[config.mk]
export PLATFORM = sky130hd
export DESIGN_NAME = pwm_bank_16ch
export DESIGN_NICKNAME = d
export VERILOG_FILES = /design/src/rtl/pwm_bank_16ch.sv
export SDC_FILE = /design/constraint.sdc
export NUM_CORES = 1
export LEC_CHECK = 0
export CORE_MARGIN = 2
export CORE_UTILIZATION = 44
export DETAILED_ROUTE_END_ITERATION = 7
export GPL_TIMING_DRIVEN = 0
export HOLD_SLACK_MARGIN = 0.06
export PLACE_DENSITY = 0.86
export SLEW_MARGIN = 25
export SYNTH_ARGS = -nofsm -noshare
export SYNTH_HDL_FRONTEND = slang
export SYNTH_SLANG_ARGS = --single-unit
[constraint.sdc]
create_clock -name clk -period 2.65 [get_ports clk]
set_input_delay 0.53 -clock clk [delete_from_list [all_inputs] [get_ports clk]]
set_output_delay 0.53 -clock clk [all_outputs]
set_load 0.005 [all_outputs]
[src/rtl/pwm_bank_16ch.sv]
// ---------------------------------------------------------------------------
// pwm_bank_16ch
//
// Sixteen-channel output bank driven from the SPI register file. Each channel
// is static-off, static-on or PWM. All PWM channels share one free-running
// 8-bit timebase, so their rising edges are aligned at the start of each
// period. The requested duty is shadowed at the period boundary, so an SPI
// write in mid-period never produces a runt pulse.
//
// Parameters:
//   CLK_DIV  system clocks per PWM count step (legal 1..255);
//            PWM period = 256*CLK_DIV clocks
//   DIV_W    prescaler counter width, 2**DIV_W >= CLK_DIV
//
// Ports:
//   clk              system clock, rising edge
//   rst              asynchronous active-high reset, released synchronously
//   en_reg_out_7_0   output enable, channels 7..0
//   en_reg_out_15_8  output enable, channels 15..8
//   en_reg_pwm_7_0   PWM-mode enable, channels 7..0
//   en_reg_pwm_15_8  PWM-mode enable, channels 15..8
//   pwm_duty_cycle   requested duty, 0x00 = 0%, 0xFF = 100%
//   out              registered channel outputs
//   period_start     registered one-clock pulse on the first clock of a period
// ---------------------------------------------------------------------------
module pwm_bank_16ch #(
    parameter int CLK_DIV = 13,
    parameter int DIV_W   = 8
) (
    input  logic        clk,
    input  logic        rst,
    input  logic [7:0]  en_reg_out_7_0,
    input  logic [7:0]  en_reg_out_15_8,
    input  logic [7:0]  en_reg_pwm_7_0,
    input  logic [7:0]  en_reg_pwm_15_8,
    input  logic [7:0]  pwm_duty_cycle,
    output logic [15:0] out,
    output logic        period_start
);

    // Terminal count of the prescaler. With CLK_DIV=1 this is 0, the
    // prescaler never leaves 0 and every clock is a count step.
    localparam logic [DIV_W-1:0] DIV_LAST = DIV_W'(CLK_DIV - 1);

    logic [DIV_W-1:0] div_cnt_r;
    logic [7:0]       pwm_cnt_r;
    logic [7:0]       duty_active_r;
    logic [15:0]      out_r;
    logic             period_start_r;

    logic             step_s;
    logic             wrap_s;
    logic             pwm_high_s;
    logic [15:0]      en_out_s;
    logic [15:0]      en_pwm_s;
    logic [15:0]      out_next_s;

    // Timebase decode and shared PWM compare on the current counter values.
    always_comb begin
        step_s = (div_cnt_r == DIV_LAST);
        wrap_s = step_s && (pwm_cnt_r == 8'hFF);
        // 0xFF is forced high so full duty has no one-step low gap at count 255.
        if (duty_active_r == 8'hFF) begin
            pwm_high_s = 1'b1;
        end else if (pwm_cnt_r < duty_active_r) begin
            pwm_high_s = 1'b1;
        end else begin
            pwm_high_s = 1'b0;
        end
    end

    // Per-channel output select; enables are used live, not shadowed.
    always_comb begin
        en_out_s   = {en_reg_out_15_8, en_reg_out_7_0};
        en_pwm_s   = {en_reg_pwm_15_8, en_reg_pwm_7_0};
        out_next_s = 16'h0000;
        for (int i = 0; i < 16; i++) begin
            if (!en_out_s[i]) begin
                out_next_s[i] = 1'b0;
            end else if (en_pwm_s[i]) begin
                out_next_s[i] = pwm_high_s;
            end else begin
                out_next_s[i] = 1'b1;
            end
        end
    end

    // Prescaler: counts 0..CLK_DIV-1 and wraps.
    always_ff @(posedge clk or posedge rst) begin
        if (rst) begin
            div_cnt_r <= {DIV_W{1'b0}};
        end else if (step_s) begin
            div_cnt_r <= {DIV_W{1'b0}};
        end else begin
            div_cnt_r <= div_cnt_r + {{(DIV_W-1){1'b0}}, 1'b1};
        end
    end

    // PWM counter: advances once per prescaler step, wraps 255 -> 0.
    always_ff @(posedge clk or posedge rst) begin
        if (rst) begin
            pwm_cnt_r <= 8'h00;
        end else if (step_s) begin
            pwm_cnt_r <= pwm_cnt_r + 8'h01;
        end else begin
            pwm_cnt_r <= pwm_cnt_r;
        end
    end

    // Duty shadow: the live duty is only sampled at the period boundary.
    always_ff @(posedge clk or posedge rst) begin
        if (rst) begin
            duty_active_r <= 8'h00;
        end else if (wrap_s) begin
            duty_active_r <= pwm_duty_cycle;
        end else begin
            duty_active_r <= duty_active_r;
        end
    end

    // Output registers: channel pins and the period-start strobe.
    always_ff @(posedge clk or posedge rst) begin
        if (rst) begin
            out_r          <= 16'h0000;
            period_start_r <= 1'b0;
        end else begin
            out_r          <= out_next_s;
            period_start_r <= wrap_s;
        end
    end

    assign out          = out_r;
    assign period_start = period_start_r;

endmodule

### Word-level counts from Yosys, hierarchy flattened

Cells that the tools add are included.

| word-level totals | value |
|---|---|
| register bits | 41 |
| input port bits | 42 |
| output and inout bits | 17 |
| word-level logic and storage cells | 47 |

| cells by class | value |
|---|---|
| add/subtract/negate cells | 2 |
| $lt $le $gt $ge | 1 |
| equality and inequality tests | 3 |
| mux-type cells | 35 |
| reduce and logical (&&, ||, !) cells | 1 |

Operator list:

| operator | count |
|---|---|
| 2-to-1 mux 1 bit | 34 |
| adder 8 x 1 -> 8 bit (second input constant) | 2 |
| == test 8 bit (second input constant) | 2 |
| == test 8 x 4 -> 1 bit (second input constant) | 1 |
| < comparator 8 bit | 1 |
| 2-to-1 mux 8 bit | 1 |
| logical AND 1 bit | 1 |

### Depth between registers and ports, before layout

| logic depth | value |
|---|---|
| depth in word-level cells | 5 |
| gate-level depth with buffers | 7 |
| mapped depth without buffers | 6 |

### Least setup slack after synthesis

Ideal clock, no wire load.

| timing | value |
|---|---|
| kind | register -> register |
| from | register pwm_cnt_r[6] |
| to | register out_r[10], in the netlist out[10] |
| setup time | 0.135 ns |
| arrival | 1.677 ns |
| required time | 2.515 ns |
| slack | 0.838 ns |
| stages on the path, launching flop included | 7 |
| buffers on the path | 1 |
| clock period less this slack | 1.812 ns |
| cell sequence | dfrtp_1 -> ha_1 -> and4_1 -> o21ai_0 -> o32ai_2 -> clkbuf_1 -> a21boi_0 |

| between the ends | value |
|---|---|
| word-level cells in the longest chain between the ends | 5 |

RTL lines:

| item | line | source |
|---|---|---|
| from (decl) | 46 | `logic [7:0] pwm_cnt_r;` |
| from (signal assigned) | 104 | `pwm_cnt_r <= pwm_cnt_r + 8'h01;` |
| from (signal assigned) | 106 | `pwm_cnt_r <= pwm_cnt_r;` |
| < comparator 8 bit | 65 | `end else if (pwm_cnt_r < duty_active_r) begin` |
| 2-to-1 mux 1 bit | 65 |  |
| 2-to-1 mux 1 bit | 63 | `if (duty_active_r == 8'hFF) begin` |
| 2-to-1 mux 1 bit | 80 | `end else if (en_pwm_s[i]) begin` |
| 2-to-1 mux 1 bit | 78 | `if (!en_out_s[i]) begin` |
| named net out_next_s[10] | 56 | `logic [15:0] out_next_s;` |
| to (signal assigned) | 127 | `out_r <= out_next_s;` |
| to (decl) | 48 | `logic [15:0] out_r;` |

The timed path passes the listed nets, and every way through them passes these cells.
A chain may end at the register's enable or synchronous reset.

### Worst setup path after layout

| timing | value |
|---|---|
| from | register pwm_cnt_r[6] |
| to | register out_r[12], in the netlist out[12] |

Same word-level chain as after synthesis.

==> summary.txt <==
Cells and area
  – Non-filler instance count after layout: about 260
  – Fraction of layout cells with a size suffix above 1: under 10%
  – Post-synthesis to final-layout area growth: 41.87%
  – Ant. Diodes: 0
  – Final core occ: ~65%
  – Filler cells: ~300
  – Nets: about 260
  – Post-route cell area: approximately 0.0026 sq mm

Global route
  – Vias in the first global route: around 1,300
  – Overall Global Routing Usage: between 15 and 20%
  – Total global routing overflow: 0
  – First-pass GRT wire length: just under 6000 um
  – Initial antenna violation count: 0
  – Largest net degree at the start of global routing: 26

Synthesis
  – Mapped Nets: 195
  – Top cell type's share of synthesized area: approximately 57%
  – Synthesized instance count: 143
  – Mapped Area: approximately 0.0018 sq mm
  – List of most frequent post-synthesis cells: dfrtp_1 (41), a21boi_0 (15), ha_1 (10), inv_1 (10)
  – Most frequent cell after synthesis: dfrtp_1
  – Ys Warns: 0
  – Main synth FF type: dfrtp_1
  – Post-synth cell types: 29
  – Register area share after synthesis: a little under three fifths
  – Post-Syn Area per Cell: between 10 and 15 sq um
  – Ys async rst share: 100.0%
  – #FFs+latches synth: 41
  – EDFF count, synth: 0
  – Post-synth top area cell: dfrtp_1
  – Largest cells by area after synthesis: dfrtp_1 (57%), ha_1 (6.9%), a21boi_0 (6.2%)

Critical path
  – WP buf/inv: 1
  – Critical path capture point type: register
  – Max stage delay on crit path: approximately 470 ps
  – Worst r2r dst: out[12]
  – CP max-delay cell: o32ai_2
  – Worst reg-to-reg setup slack: roughly 540 ps
  – Max FO, Critical Path: 10
  – Crit-path cells: ha_1 > and4_1 > o21ai_0 > o32ai_2 > clkbuf_1 > a21boi_0
  – Crit path kind: register to register
  – Reg-to-Reg Start: pwm_cnt_r[6]
  – Critical Path Source: pwm_cnt_r[6]
  – R2r worst-path depth: 6
  – Largest delay share family, worst path: compound AO/OA/AOI/OAI gates
  – CP required: approximately 2800 ps
  – CP arrival: between 2000 and 2500 ps
  – Crit path launch type: register
  – Worst path depth: 6
  – Setup crit end: out[12]

Floorplanning
  – Die width: roughly 70 um
  – Die area: between 0.004 and 0.005 sq mm
  – Num rows: 23
  – Core area: around 0.0040 sq mm
  – Ports: 59
  – Initial Util: 45.53%
  – Die H: about 68 um

Placement
  – Buffers on Ports: 58
  – Final HPWL DP: ~2600 um
  – Pre-CTS setup slack: between 400 and 500 ps
  – Placed Area: 0.002479 sq mm
  – GPL Wtd Cong: a little over 0.7
  – Cells after DPL: about 250

Power and ir drop
  – Pleak: between 1 and 1.5 nW
  – Power Total: around 1.2 mW
  – Worst vdd ir: 0.0003729 V
  – P per Cell Area: 448.6 mW/mm^2

Clock tree
  – Post-CTS setup buffer count: 0
  – TritonCTS clock tree: built
  – Root buf cell: clkbuf_8
  – CTS max path bufs: 2
  – CTS resizes: 0
  – Clock transition at path regs: 70 ps
  – # clock sinks: 41
  – Htree depth: 2
  – CTS Hold Bufs: 0
  – Num CTS Buffers: 5
  – Later-pin clock latency in the skew report: 290 ps

STA
  – Hold WS: 506.5 ps
  – Least-Margin Pin Slew: ~450 ps
  – Slew Viols, Final: 0
  – Skew final: approximately 5 ps
  – Max_slew headroom: between 70% and 80%
  – Setup TNS: 0 ps
  – Share of the clock period used by the worst path: 79.62%
  – Min cycle time layout: 2110 ps
  – Final setup margin: roughly 540 ps
  – Endpoints failing setup: 0
  – Hold violation count in the final report: 0
  – RSZ-0062 raised after global routing: no
  – Max Fclk: about 0.47 GHz

Drt
  – DR vias: around 1,300
  – Avg WL per Cell: between 10 and 15 um
  – Met3 WL: between 300 and 400 um
  – Met2 wire length: approximately 1600 um
  – DRT iter0 DRCs: 13
  – Uppermost layer routed: met4
  – 1st-pass router iterations: 4
  – Mean number of vias per cell: ~5
  – DRT antenna net count: 0
  – Final wirelength: approximately 3300 um
  – Wl on met1: roughly 1300 um
  – DRC viols: 0

Outcome
  – Status: finished, final reports clean

Job
  – Max Cap Viol: 0

Min path
  – Tightest Hold Check Type: register to register
[cell type report]
| cell class | instances | area (sq um) | share of cell area [%] |
|---|---|---|---|
| flip-flops and latches | 41 | 1026 | 40.00 |
| multi-input cells | 90 | 737.0 | 28.73 |
| repair buffers | 59 | 608.1 | 23.71 |
| clock buffers | 7 | 86.33 | 3.366 |
| well taps | 50 | 62.56 | 2.439 |
| inverters | 10 | 37.54 | 1.463 |
| plain buffers | 2 | 7.507 | 0.2927 |
[state kept, by name (all words and copies together) (netlist names)]
name	flops
pwm_cnt_r	8
duty_active_r	8
div_cnt_r	8
out	16
period_start	1
[layer usage]
layer / vias to the layer above / GRT usage (%)
met5: - / 0
met4: 0 / 4.500
met3: 7 / 9.868
met2: 46 / 26.94
met1: 592 / 19.98
li1: 627 / -
[where the power goes]
part / internal (mW) / total (mW) / switching, mW
sequential: 0.638 / 0.641 / 0.00322
combinational: 0.0821 / 0.111 / 0.0284
clock: 0.206 / 0.399 / 0.193
total: 0.926 / 1.15 / 0.225
[cells in the final DEF, fill, tap and decap left out, types with 2 or more instances in the layout]
master and count:
a21boi_0 15, clkbuf_1 3, clkbuf_8 6, clkdlybuf4s50_1 58, dfrtp_1 41, ha_1 10, inv_1 9, mux2_2 7
nand2_1 8, nand3_1 3, nand4_1 6, nor2_1 8, nor3_1 3, nor3_4 2, xnor2_1 7, xor2_1 6
[kinds of logic (layout without fill, tap and decap cells)]
family	count (synthesis)	count (layout)	share of synthesized area, %
buf+inv	12	78	2.492
flops	41	41	56.75
fa+ha+maj	10	10	6.920
xor+xnor	13	13	6.298
simple gates	36	36	12.25
compound gates	23	23	10.31
mux	8	8	4.983
[worst reg2reg max path, delay by kind of cell (launching register included)]
| family | cells | cell delay [ps] |
|---|---|---|
| compound gates | 3 | 720 |
| flops | 1 | 410 |
| fa+ha+maj | 1 | 340 |
| buf+inv | 1 | 330 |
| simple gates | 1 | 190 |
[worst min path at each step]
stage | startpoint | to | slack [ps] | cells past startpoint
floorplan | pwm_cnt_r[5] | pwm_cnt_r[5] | 460 | 1
global placement | pwm_cnt_r[5] | pwm_cnt_r[5] | 490 | 1
detailed placement | pwm_cnt_r[5] | pwm_cnt_r[5] | 500 | 1
CTS | pwm_cnt_r[5] | pwm_cnt_r[5] | 510 | 1
global route | pwm_cnt_r[5] | pwm_cnt_r[5] | 540 | 1
finish | pwm_cnt_r[5] | pwm_cnt_r[5] | 510 | 1
(Power assumes the default switching activity.)
==> RTL change 1, RTL diff (same flow settings) <==
Set the parameter `DIV_W` to 10 (it was 8).
--- a/src/rtl/pwm_bank_16ch.sv
+++ b/src/rtl/pwm_bank_16ch.sv
@@ -26,5 +26,5 @@
 module pwm_bank_16ch #(
     parameter int CLK_DIV = 13,
-    parameter int DIV_W   = 8
+    parameter int DIV_W   = 10
 ) (
     input  logic        clk,
Behaviour: no difference found for any inputs over 10 cycles, from zero or initial values and one cycle with rst high; that may be too few to reach the edited logic, so the function may still have changed.
==> RTL change 1 against the unedited design <==
Wire length rose by 7.1%. Final area rose by 3.4%. Sequential cell count rose by 2. Power rose by 4.6%. Via count rose by 5.4%. Setup slack improved by 0.048 ns. Synthesized area rose by 5.4%. Cell count rose by 2.7%. Critical path depth did not move. Largest cell class unchanged. Highest routed layer unchanged.
==> RTL change 1: results (changes against the unedited design) <==
* Dpl ws at 0.578 ns (+0.0805 ns)
* Maximum vdd drop at 371 uV (-0.53%)
* Total Nets Final at 267 (+2.3%)
* Relative slew slack at 0.692 (-0.00944)
* Seq/Total Area, Yosys at 0.565 (-0.00280)
* Hold Path Class: input port to async pin
* Outcome: complete, no violations
* Total Wirelength at 3.52 mm (+7.1%)
* H-tree depth at 2 (unchanged)
* DR WL met2 at 1.79 mm (+12%)
* Vias in the first global route at 1366 (+2.6%)
* Share of cells above drive strength 1 at 0.125 (+0.0293)
* DRT iter0 DRCs at 43 (+30)
* Flop-to-flop setup slack at 0.59 ns (+0.05 ns)
* HPWL Detailed at 2.77 mm (+6.5%)
* Post-synth cell types at 28 (-3.4%)
* Leak pwr at 1.20 nW (+5.0%)
* Multi-input gate area at 764 um^2 (+3.7%)
* Synthesized Nets at 201 (+3.1%)
* Final hold slack at 0.500 ns (-0.00602 ns)
* R2R Path Start: pwm_cnt_r[7]
* Placed Instance Area at 0.00257 mm^2 (+3.6%)
* R2R depth at 6 (unchanged)
* FF-to-FF End: out[13]
* Total Routing Usage GR at 0.153 (-0.0182)
* Vias per cell at 5.04 (+2.7%)
* Largest net degree at the start of global routing at 31 (+19%)
* Top post-synthesis cells by count: dfrtp_1, a21boi_0, inv_1, xnor2_1
* Met3 WL post-DR at 263 um (-14%)
* Crit path DAT at 2.23 ns (-0.03 ns)
* First-pass GRT wire length at 5.80 mm (+0.49%)
* Fillers at 321 (+6.3%)
* Mapped Cells at 149 (+4.2%)
* Grt met2 use at 0.266 (-0.00381)
* Top cells by area, synth: dfrtp_1, ha_1, a21boi_0
* Met1 track demand over resource at 0.167 (-0.0331)
* Gpl congestion at 0.758 (+4.5%)
* Initial antenna violation count at 0 (unchanged)
* Final Non-Filler Cells at 266 (+2.7%)
* Met3 usage at 0.0610 (-0.0376)
==> RTL change 1: cells by family (layout without fill, tap and decap cells) <==
| kind of cell | count (synthesis) | count (layout) | synth area share |
|---|---|---|---|
| flops | 43 | 43 | 0.565 |
| simple gates | 35 | 35 | 0.114 |
| compound gates | 23 | 23 | 0.0978 |
| xor+xnor | 14 | 14 | 0.0643 |
| buf+inv | 14 | 81 | 0.0341 |
| fa+ha+maj | 10 | 10 | 0.0657 |
| mux | 10 | 10 | 0.0591 |
==> RTL change 1: worst max-delay path: cells and delay by family (launching register included) <==
kind            cells  cell delay, ns
fa+ha+maj           1            0.34
buf+inv             1            0.29
simple gates        1            0.18
flops               1            0.44
compound gates      3            0.69
==> RTL change 1: how the worst min path moves through the flow <==
stage	start	end	depth (start not counted)
after floorplan	div_cnt_r[5]	div_cnt_r[5]	1
after global placement	div_cnt_r[5]	div_cnt_r[5]	1
after detailed placement	div_cnt_r[5]	div_cnt_r[5]	1
after CTS	div_cnt_r[5]	div_cnt_r[5]	1
after global routing	rst	out[15]	2
final	rst	out[15]	2
==> RTL change 1: area by class of cell <==
type | instances | area share
multi-input cells | 92 | 0.288
clock inverters | 3 | 0.00566
well taps | 50 | 0.0236
clock buffers | 5 | 0.0259
flip-flops and latches | 43 | 0.406
repair buffers | 59 | 0.226
inverters | 11 | 0.0156
plain buffers | 3 | 0.00896
==> RTL change 1: power by group <==
group	switching [mW]	internal [mW]	total, mW
Clock	0.212	0.180	0.392
Sequential	0.00781	0.674	0.682
Combinational	0.0380	0.0914	0.129
Total	0.258	0.946	1.20
==> RTL change 2, RTL diff (same settings) <==
Without the edit above. Make the reset (`rst`) synchronous in 4 clocked blocks. Comments in the files are not updated.
--- a/src/rtl/pwm_bank_16ch.sv
+++ b/src/rtl/pwm_bank_16ch.sv
@@ -87,5 +87,5 @@
 
     // Prescaler: counts 0..CLK_DIV-1 and wraps.
-    always_ff @(posedge clk or posedge rst) begin
+    always_ff @(posedge clk) begin
         if (rst) begin
             div_cnt_r <= {DIV_W{1'b0}};
@@ -98,5 +98,5 @@
 
     // PWM counter: advances once per prescaler step, wraps 255 -> 0.
-    always_ff @(posedge clk or posedge rst) begin
+    always_ff @(posedge clk) begin
         if (rst) begin
             pwm_cnt_r <= 8'h00;
@@ -109,5 +109,5 @@
 
     // Duty shadow: the live duty is only sampled at the period boundary.
-    always_ff @(posedge clk or posedge rst) begin
+    always_ff @(posedge clk) begin
         if (rst) begin
             duty_active_r <= 8'h00;
@@ -120,5 +120,5 @@
 
     // Output registers: channel pins and the period-start strobe.
-    always_ff @(posedge clk or posedge rst) begin
+    always_ff @(posedge clk) begin
         if (rst) begin
             out_r          <= 16'h0000;
Function: differs if rst is asserted again (counterexample within 4 cycles, from zero or initial values and one cycle with rst high); with rst held inactive, the same outputs for 10 cycles.
==> RTL change 2 against the unedited design <==
Power is 4.6% higher. Maximum frequency shrank 6.4%. Final area decreased by 3.1%. Largest cell class is now multi-input gates. Die area down 3.7%. Combinational power up 12%. Wire length up 20%. Setup slack got worse by 0.14 ns. Synthesized area shrank 3.9%. Sequential cell count is the same. Sequential power down 0.6%. First-iteration DRC count grew to 6.2 times the old value.
==> RTL change 2: results (changes against the unedited design) <==
* Syn avg cell area at 9.24 um^2 (-27%)
* Total Routing Usage GR at 0.198 (+0.0274)
* Asr flop ratio synth at 0 (-1.00)
* Wirelength per Cell at 13.0 um (+2.9%)
* Leak pwr at 0.977 nW (-14%)
* Maximum vdd drop at 275 uV (-26%)
* Dpl cells at 294 (+17%)
* Synthesized Nets at 240 (+23%)
* Vias per cell at 4.86 (-1.1%)
* DRT iter0 DRCs at 81 (+68)
* Share of cells above drive strength 1 at 0.0512 (-0.0445)
* Final Skew at 0.0105 ns (+0.00554 ns)
* Outcome: complete, no violations
* Actual slew at the worst max-slew pin at 0.588 ns (+0.140 ns)
* HPWL Detailed at 2.98 mm (+14%)
* Fillers at 283 (-6.3%)
* Largest net degree at the start of global routing at 13 (-50%)
* Synth Warn # at 0 (unchanged)
* Crit path DAT at 2.42 ns (+0.16 ns)
* Vias in the first global route at 1480 (+11%)
* Gpl congestion at 0.798 (+10%)
* Post-synth cell types at 30 (+3.4%)
* Placed Instance Area at 0.00238 mm^2 (-4.1%)
* Top cells by area, synth: dfxtp_1, ha_1, nand2b_1
* Total Wirelength at 3.94 mm (+20%)
* Seq/Total Area, Yosys at 0.473 (-0.0949)
* Post-synth top area cell: dfxtp_1
* Total Nets Final at 305 (+17%)
* Dpl ws at 0.0964 ns (-0.402 ns)
* Top post-synthesis cells by count: dfxtp_1, nor2_1, a21oi_1
==> RTL change 2: where the power goes <==
group          leakage (nW)  internal (mW)  total, mW  switching, mW
clock network        0.0542          0.235      0.443          0.208
registers             0.333          0.630      0.637        0.00743
logic                 0.589         0.0860      0.124         0.0378
==> RTL change 2: area by class of cell <==
type,count,area share
Inverter,12,0.0181
Sequential cell,41,0.330
Timing Repair Buffer,58,0.234
Buffer,7,0.0141
Tap cell,48,0.0242
Clock inverter,1,0.00201
Clock buffer,7,0.0388
Multi-Input combinational cell,128,0.339
==> RTL change 2: cells by family after synthesis <==
logic type | count (synthesis) | share of synthesized area
buffers and inverters | 19 | 0.0461
AOI/OAI and AO/OA | 25 | 0.0821
muxes | 8 | 0.0461
and+or+nand+nor | 72 | 0.215
adders and majority gates | 10 | 0.0720
xor gates and xnor gates | 13 | 0.0656
DFF | 41 | 0.473
==> RTL change 2: worst paths after layout <==
path / startpoint / end / slack, ns / cells past startpoint
setup reg to reg: duty_active_r[7] / out[7] / 0.40 / 7
setup / recovery: duty_active_r[7] / out[7] / 0.40 / 7
hold / removal: div_cnt_r[0] / div_cnt_r[0] / 0.50 / 1
hold reg to reg: div_cnt_r[0] / div_cnt_r[0] / 0.50 / 1
==> RTL change 2: worst reg2reg max path: cells and delay by family (launching register included) <==
family	cells	cell delay, ns
compound gates	3	0.78
buf+inv	2	0.50
simple gates	1	0.18
flops	1	0.36
fa+ha+maj	1	0.32
==> RTL change 2: timing repair <==
action,CTS,global route
resized for setup,0,1
hold buffers,0,0
setup endpoints to repair,0,10
==> RTL change 2: routing by layer <==
layer / GRT usage / share of wire / up-vias
met5: 0 / 0 / -
met4: 0.0944 / 0.023 / 0
met3: 0.0439 / 0.029 / 10
met2: 0.346 / 0.53 / 22
met1: 0.228 / 0.42 / 670
li1: - / - / 765
